### config.mk
export PLATFORM = sky130hd
export DESIGN_NAME = rvmem_axi_bridge
export DESIGN_NICKNAME = d
export VERILOG_FILES = /design/src/rtl/rvmem_axi_bridge.sv
export SDC_FILE = /design/constraint.sdc
export NUM_CORES = 1
export LEC_CHECK = 0
export ABC_AREA = 0
export BUFFER_PORTS_ARGS = -buffer_cell sky130_fd_sc_hd__buf_2
export CAP_MARGIN = 15
export CORE_AREA = 2 2 114 116
export CTS_BUF_LIST = sky130_fd_sc_hd__clkbuf_4 sky130_fd_sc_hd__clkbuf_8
export CTS_CLUSTER_DIAMETER = 30
export CTS_CLUSTER_SIZE = 25
export DETAILED_ROUTE_END_ITERATION = 7
export DIE_AREA = 0 0 116 118
export GPL_ROUTABILITY_DRIVEN = 0
export PLACE_DENSITY = 0.67
export SLEW_MARGIN = 25
export SYNTH_ARGS = -nofsm -noshare
export SYNTH_HDL_FRONTEND = slang
export SYNTH_SLANG_ARGS = --single-unit
### constraint.sdc
create_clock -name clock -period 4.3 [get_ports clock]
set_input_delay 0.645 -clock clock [delete_from_list [all_inputs] [get_ports clock]]
set_output_delay 0.645 -clock clock [all_outputs]
set_load 0.02 [all_outputs]
### src/rtl/rvmem_axi_bridge.sv
// rvmem_axi_bridge
//   Converts the RV32I core's valid/ready memory request stream into AXI4
//   master transactions. It supports INCR read bursts (line fills),
//   byte-masked single-beat writes and several outstanding transactions per
//   direction. Reads and writes never overlap on the bus. Traffic is gated
//   by a synchronised memory-calibration-done input.
//
// Ports
//   clock, reset          : system clock, asynchronous active-high reset
//   mem_init_done         : calibration complete (asynchronous to clock)
//   init_done, busy       : synchronised ready, any pending/outstanding work
//   req_*                 : core request channel (one holding register)
//   rsp_*                 : read data return (pass-through of AXI R)
//   wack_valid, wack_err  : write completion (pass-through of AXI B)
//   m_aw*, m_w*, m_b*     : AXI4 write address / data / response
//   m_ar*, m_r*           : AXI4 read address / data
module rvmem_axi_bridge #(
  parameter int ADDR_WIDTH     = 32,
  parameter int DATA_WIDTH     = 32,
  parameter int AXI_ADDR_WIDTH = 28,
  parameter int ID_WIDTH       = 4,
  parameter int AXI_ID         = 0,
  parameter int MAX_BURST      = 8,
  parameter int RD_OUTSTANDING = 4,
  parameter int WR_OUTSTANDING = 4,
  localparam int LEN_W         = (MAX_BURST > 1) ? $clog2(MAX_BURST) : 1,
  localparam int STRB_W        = DATA_WIDTH / 8
) (
  input  logic                      clock,
  input  logic                      reset,
  input  logic                      mem_init_done,
  output logic                      init_done,
  output logic                      busy,
  input  logic                      req_valid,
  output logic                      req_ready,
  input  logic                      req_we,
  input  logic [ADDR_WIDTH-1:0]     req_addr,
  input  logic [DATA_WIDTH-1:0]     req_wdata,
  input  logic [STRB_W-1:0]         req_wmask,
  input  logic [LEN_W-1:0]          req_len,
  output logic                      rsp_valid,
  input  logic                      rsp_ready,
  output logic [DATA_WIDTH-1:0]     rsp_data,
  output logic                      rsp_last,
  output logic                      rsp_err,
  output logic                      wack_valid,
  output logic                      wack_err,
  output logic [ID_WIDTH-1:0]       m_awid,
  output logic [AXI_ADDR_WIDTH-1:0] m_awaddr,
  output logic [7:0]                m_awlen,
  output logic [2:0]                m_awsize,
  output logic [1:0]                m_awburst,
  output logic                      m_awvalid,
  input  logic                      m_awready,
  output logic [DATA_WIDTH-1:0]     m_wdata,
  output logic [STRB_W-1:0]         m_wstrb,
  output logic                      m_wlast,
  output logic                      m_wvalid,
  input  logic                      m_wready,
  input  logic [1:0]                m_bresp,
  input  logic                      m_bvalid,
  output logic                      m_bready,
  output logic [ID_WIDTH-1:0]       m_arid,
  output logic [AXI_ADDR_WIDTH-1:0] m_araddr,
  output logic [7:0]                m_arlen,
  output logic [2:0]                m_arsize,
  output logic [1:0]                m_arburst,
  output logic                      m_arvalid,
  input  logic                      m_arready,
  input  logic [DATA_WIDTH-1:0]     m_rdata,
  input  logic [1:0]                m_rresp,
  input  logic                      m_rlast,
  input  logic                      m_rvalid,
  output logic                      m_rready
);

  localparam int RD_CW = $clog2(RD_OUTSTANDING + 1);
  localparam int WR_CW = $clog2(WR_OUTSTANDING + 1);

  typedef enum logic [1:0] {S_IDLE, S_RD, S_WR} state_t;

  state_t                    state, state_next;
  logic                      sync_q;
  logic [RD_CW-1:0]          rd_out;
  logic [WR_CW-1:0]          wr_out;
  logic                      aw_done_q, w_done_q;
  logic [AXI_ADDR_WIDTH-1:0] addr_q;
  logic [DATA_WIDTH-1:0]     wdata_q;
  logic [STRB_W-1:0]         wmask_q;
  logic [LEN_W-1:0]          len_q;

  logic accept, pending, ordering_ok, counter_ok;
  logic aw_hs, w_hs, ar_hs, r_final, b_hs;

  // Upper address bits and the low response bits are intentionally dropped.
  logic unused_bits;
  assign unused_bits = ^{req_addr, m_rresp[0], m_bresp[0]};

  // Two-flop synchroniser for the calibration flag.
  always_ff @(posedge clock or posedge reset) begin
    if (reset) begin
      sync_q    <= 1'b0;
      init_done <= 1'b0;
    end else begin
      sync_q    <= mem_init_done;
      init_done <= sync_q;
    end
  end

  // Acceptance depends only on registered state plus the request direction;
  // req_valid never feeds back into req_ready.
  assign pending     = (state != S_IDLE);
  assign ordering_ok = req_we ? (rd_out == '0) : (wr_out == '0);
  assign counter_ok  = req_we ? (wr_out < WR_CW'(WR_OUTSTANDING))
                              : (rd_out < RD_CW'(RD_OUTSTANDING));
  assign req_ready   = init_done & ~pending & ordering_ok & counter_ok;
  assign accept      = req_valid & req_ready;

  assign aw_hs   = m_awvalid & m_awready;
  assign w_hs    = m_wvalid & m_wready;
  assign ar_hs   = m_arvalid & m_arready;
  assign r_final = m_rvalid & rsp_ready & m_rlast;
  assign b_hs    = m_bvalid;

  // FSM state register
  always_ff @(posedge clock or posedge reset) begin
    if (reset) state <= S_IDLE;
    else       state <= state_next;
  end

  // FSM next-state logic
  always_comb begin
    state_next = state;
    case (state)
      S_IDLE: if (accept) state_next = req_we ? S_WR : S_RD;
      S_RD:   if (ar_hs) state_next = S_IDLE;
      S_WR:   if ((aw_hs | aw_done_q) & (w_hs | w_done_q)) state_next = S_IDLE;
      default: state_next = S_IDLE;
    endcase
  end

  // FSM outputs: AW and W drop independently after their own handshake.
  always_comb begin
    m_arvalid = (state == S_RD);
    m_awvalid = (state == S_WR) & ~aw_done_q;
    m_wvalid  = (state == S_WR) & ~w_done_q;
  end

  // Holding register and per-channel handshake flags for the write.
  always_ff @(posedge clock or posedge reset) begin
    if (reset) begin
      addr_q    <= '0;
      wdata_q   <= '0;
      wmask_q   <= '0;
      len_q     <= '0;
      aw_done_q <= 1'b0;
      w_done_q  <= 1'b0;
    end else if (accept) begin
      addr_q    <= req_addr[AXI_ADDR_WIDTH-1:0];
      wdata_q   <= req_wdata;
      wmask_q   <= req_wmask;
      len_q     <= req_len;
      aw_done_q <= 1'b0;
      w_done_q  <= 1'b0;
    end else begin
      if (aw_hs) aw_done_q <= 1'b1;
      if (w_hs)  w_done_q  <= 1'b1;
    end
  end

  // Outstanding counters; simultaneous issue and completion cancel out.
  always_ff @(posedge clock or posedge reset) begin
    if (reset) begin
      rd_out <= '0;
      wr_out <= '0;
    end else begin
      case ({ar_hs, r_final})
        2'b10:   rd_out <= rd_out + RD_CW'(1);
        2'b01:   rd_out <= rd_out - RD_CW'(1);
        default: rd_out <= rd_out;
      endcase
      case ({aw_hs, b_hs})
        2'b10:   wr_out <= wr_out + WR_CW'(1);
        2'b01:   wr_out <= wr_out - WR_CW'(1);
        default: wr_out <= wr_out;
      endcase
    end
  end

  assign busy = pending | (rd_out != '0) | (wr_out != '0);

  assign m_arid    = ID_WIDTH'(AXI_ID);
  assign m_araddr  = addr_q;
  assign m_arlen   = 8'(len_q);
  assign m_arsize  = 3'($clog2(STRB_W));
  assign m_arburst = 2'b01;

  assign m_awid    = ID_WIDTH'(AXI_ID);
  assign m_awaddr  = addr_q;
  assign m_awlen   = 8'd0;
  assign m_awsize  = 3'($clog2(STRB_W));
  assign m_awburst = 2'b01;
  assign m_wdata   = wdata_q;
  assign m_wstrb   = wmask_q;
  assign m_wlast   = 1'b1;

  // Read and write returns are pure pass-throughs under the single ID.
  assign rsp_valid  = m_rvalid;
  assign m_rready   = rsp_ready;
  assign rsp_data   = m_rdata;
  assign rsp_last   = m_rlast;
  assign rsp_err    = m_rresp[1];
  assign m_bready   = 1'b1;
  assign wack_valid = m_bvalid;
  assign wack_err   = m_bresp[1];

endmodule
==> impl_metrics.ini <==
[run_status]
status = complete, no violations

[logic_synthesis]
yosys_warnings = 0
synthCells = 302
syn_area_um2 = 4180
synth_cell_types = 29
synth_area_per_cell_um2 = 13.8
synth_seq_cells = 79
yosysSeqAreaShare = 0.473

[worst_setup_path]
start_kind = flip-flop
worstPathRequired_ps = 3650
crit_chain = nor4_4 -> o211a_1 -> buf_2
path_class = reg -> out
slowest_delay_ps = 430
reg2reg_slack_ps = 2260
slowest_stage = dfrtp_1
cp.arrival_ps = 1510
path_max_fanout = 4
end_kind = output pin

[route]
avgViaCountPerCell = 4.10
wl_per_cell_um = 13.4
ant_nets = 0
drtIter0Drc = 50
wirelength_mm = 8.04
num_vias = 2454
first_pass_iters = 4
drc = 0

[layout]
fillCellCount = 1206
diodes = 0
nets = 545
drive_gt1_frac = 0.621
synthToLayoutAreaGrowth_pct = 15.9
mostFrequentLayoutCells = buf_2, dfrtp_1, mux2_4
final_common_cell = buf_2

[cts]
cts_max_level = 3
clkTransAtPathRegs_ps = 90
cts_root_buffer = clkbuf_8
cts_tree = done
cts_buffers = 9
clock_path_buffers = 2
post_cts_buffers = 0
cts_num_sinks = 79
post_cts_resized = 0
holdBufCountCts = 0
clock_latency_ps = 360

[timing]
timing.final.crit_share = 0.500
relSlewSlack = 0.558
finalSetupViolations = 0
finalMaxSlewViolations = 0
finalHoldViolCount = 0
worst_pin_slew_ps = 662
rsz0062_at_grt = no
fmax_mhz = 465
setup-tns-final_ps = 0
fin_skew_ps = 8.86
timing.final.crit_period_ps = 2150

[floorplanning]
start_util = 0.336
io_pins = 291
die_x_um = 116
core-area_um2 = 12400
rows = 41
dieHeight_um = 118
die-area_um2 = 13700

[pwr]
p_leak_uw = 0.00261
p_per_area_nw_per_um2 = 767
ir_worst_vdd_v = 0.000296
p_total_uw = 3710

[grt]
grt_pass1_vias = 2437
grt_overflow_total = 0
grt_start_max_net_pins = 72
grt_usage = 0.115
antenna_found_initial = 0
grt_pass1_wl_mm = 12.3

[min_path]
hp-class = in -> async

[place]
port_buffers = 183
dpl.hpwl_mm = 5.81

[flow_run]
drv_cap = 0
Yosys cell counts:
library cell | number | share of area
conb_1 | 2 | 0.0018
a21oi_1 | 2 | 0.0024
xor2_1 | 4 | 0.0084
buf_4 | 99 | 0.18
o2111a_1 | 1 | 0.0027
buf_8 | 1 | 0.0036
o211a_1 | 1 | 0.0024
nand2_1 | 5 | 0.0045
ha_1 | 2 | 0.0060
nor4_4 | 1 | 0.0051
buf_12 | 6 | 0.029
nor4_1 | 1 | 0.0015
mux2_1 | 6 | 0.016
xnor2_1 | 2 | 0.0042
mux2_2 | 1 | 0.0027
o22ai_1 | 1 | 0.0015
inv_1 | 9 | 0.0081
a22o_1 | 2 | 0.0042
o21ai_0 | 2 | 0.0024
nor3b_1 | 1 | 0.0018
and3_1 | 1 | 0.0015
fa_1 | 2 | 0.0096
nor3_1 | 1 | 0.0012
nor2b_1 | 2 | 0.0030
nor2_1 | 6 | 0.0054
buf_6 | 1 | 0.0027
nand2b_1 | 1 | 0.0015
mux2_4 | 60 | 0.22
dfrtp_1 | 79 | 0.47
layer usage:
metal,global-route usage,part of all wire,up-vias
met5,0,0,-
met4,0.0417,0.019,0
met3,0.0438,0.076,13
met2,0.193,0.50,123
met1,0.132,0.40,1221
li1,-,-,1097
cells by family (layout without fill, tap and decap cells):
kind of cell,Yosys count,count (layout),share of synthesized area
simple gates,19,19,0.0255
fa+ha+maj,4,4,0.0156
other cells,2,33,0.00180
buf+inv,116,210,0.221
flops,79,79,0.473
mux,67,67,0.235
compound gates,9,9,0.0156
xor+xnor,6,6,0.0126
where the power goes:
group / internal [uW] / total [uW] / switching (uW)
Clock: 446 / 736 / 290
Combinational: 749 / 1670 / 922
Sequential: 1080 / 1300 / 226
critical path, delay by kind of cell, from the launching register on:
family          cells  cell delay (ps)
simple gates        1              360
buf+inv             1              160
compound gates      1              190
flops               1              430
registers in the layout, indices dropped and copies added (netlist names):
register / flops
m_wstrb: 4
len_q: 3
init_done: 1
w_done_q: 1
m_araddr: 28
rd_out: 3
wr_out: 3
aw_done_q: 1
m_wdata: 32
state: 2
sync_q: 1
cell type report:
type | instances | area [um2] | area share
tap | 172 | 215 | 0.0445
sequential | 79 | 1980 | 0.408
inverter | 9 | 35.0 | 0.00724
clock buffer | 9 | 124 | 0.0256
timing repair buffer | 185 | 943 | 0.195
multi-input combinational | 138 | 1400 | 0.289
clock inverter | 7 | 145 | 0.0300
through the flow:
stage	setup WS, ps	instance area [um2]	hold slack [ps]	std cells	util
after detailed placement	1950	4570	338	583	0.368
after floorplan	1630	4290	331	333	-
final	2150	4840	346	599	0.390
after global placement	1990	4570	334	583	0.368
after CTS	2100	4840	350	599	0.390
after global routing	2010	4840	349	599	0.390
path summary, 6_finish.rpt:
kind                               end  depth (start not counted)     start
max                          req_ready                          3  state[0]
min                         m_wdata[2]                          2     reset
max reg2reg                m_wdata[11]                          4  state[0]
min reg2reg                  init_done                          0    sync_q
max in group asynchronous  m_wdata[26]                          3     reset
min in group clock           init_done                          0    sync_q
(Power assumes the default switching activity.)
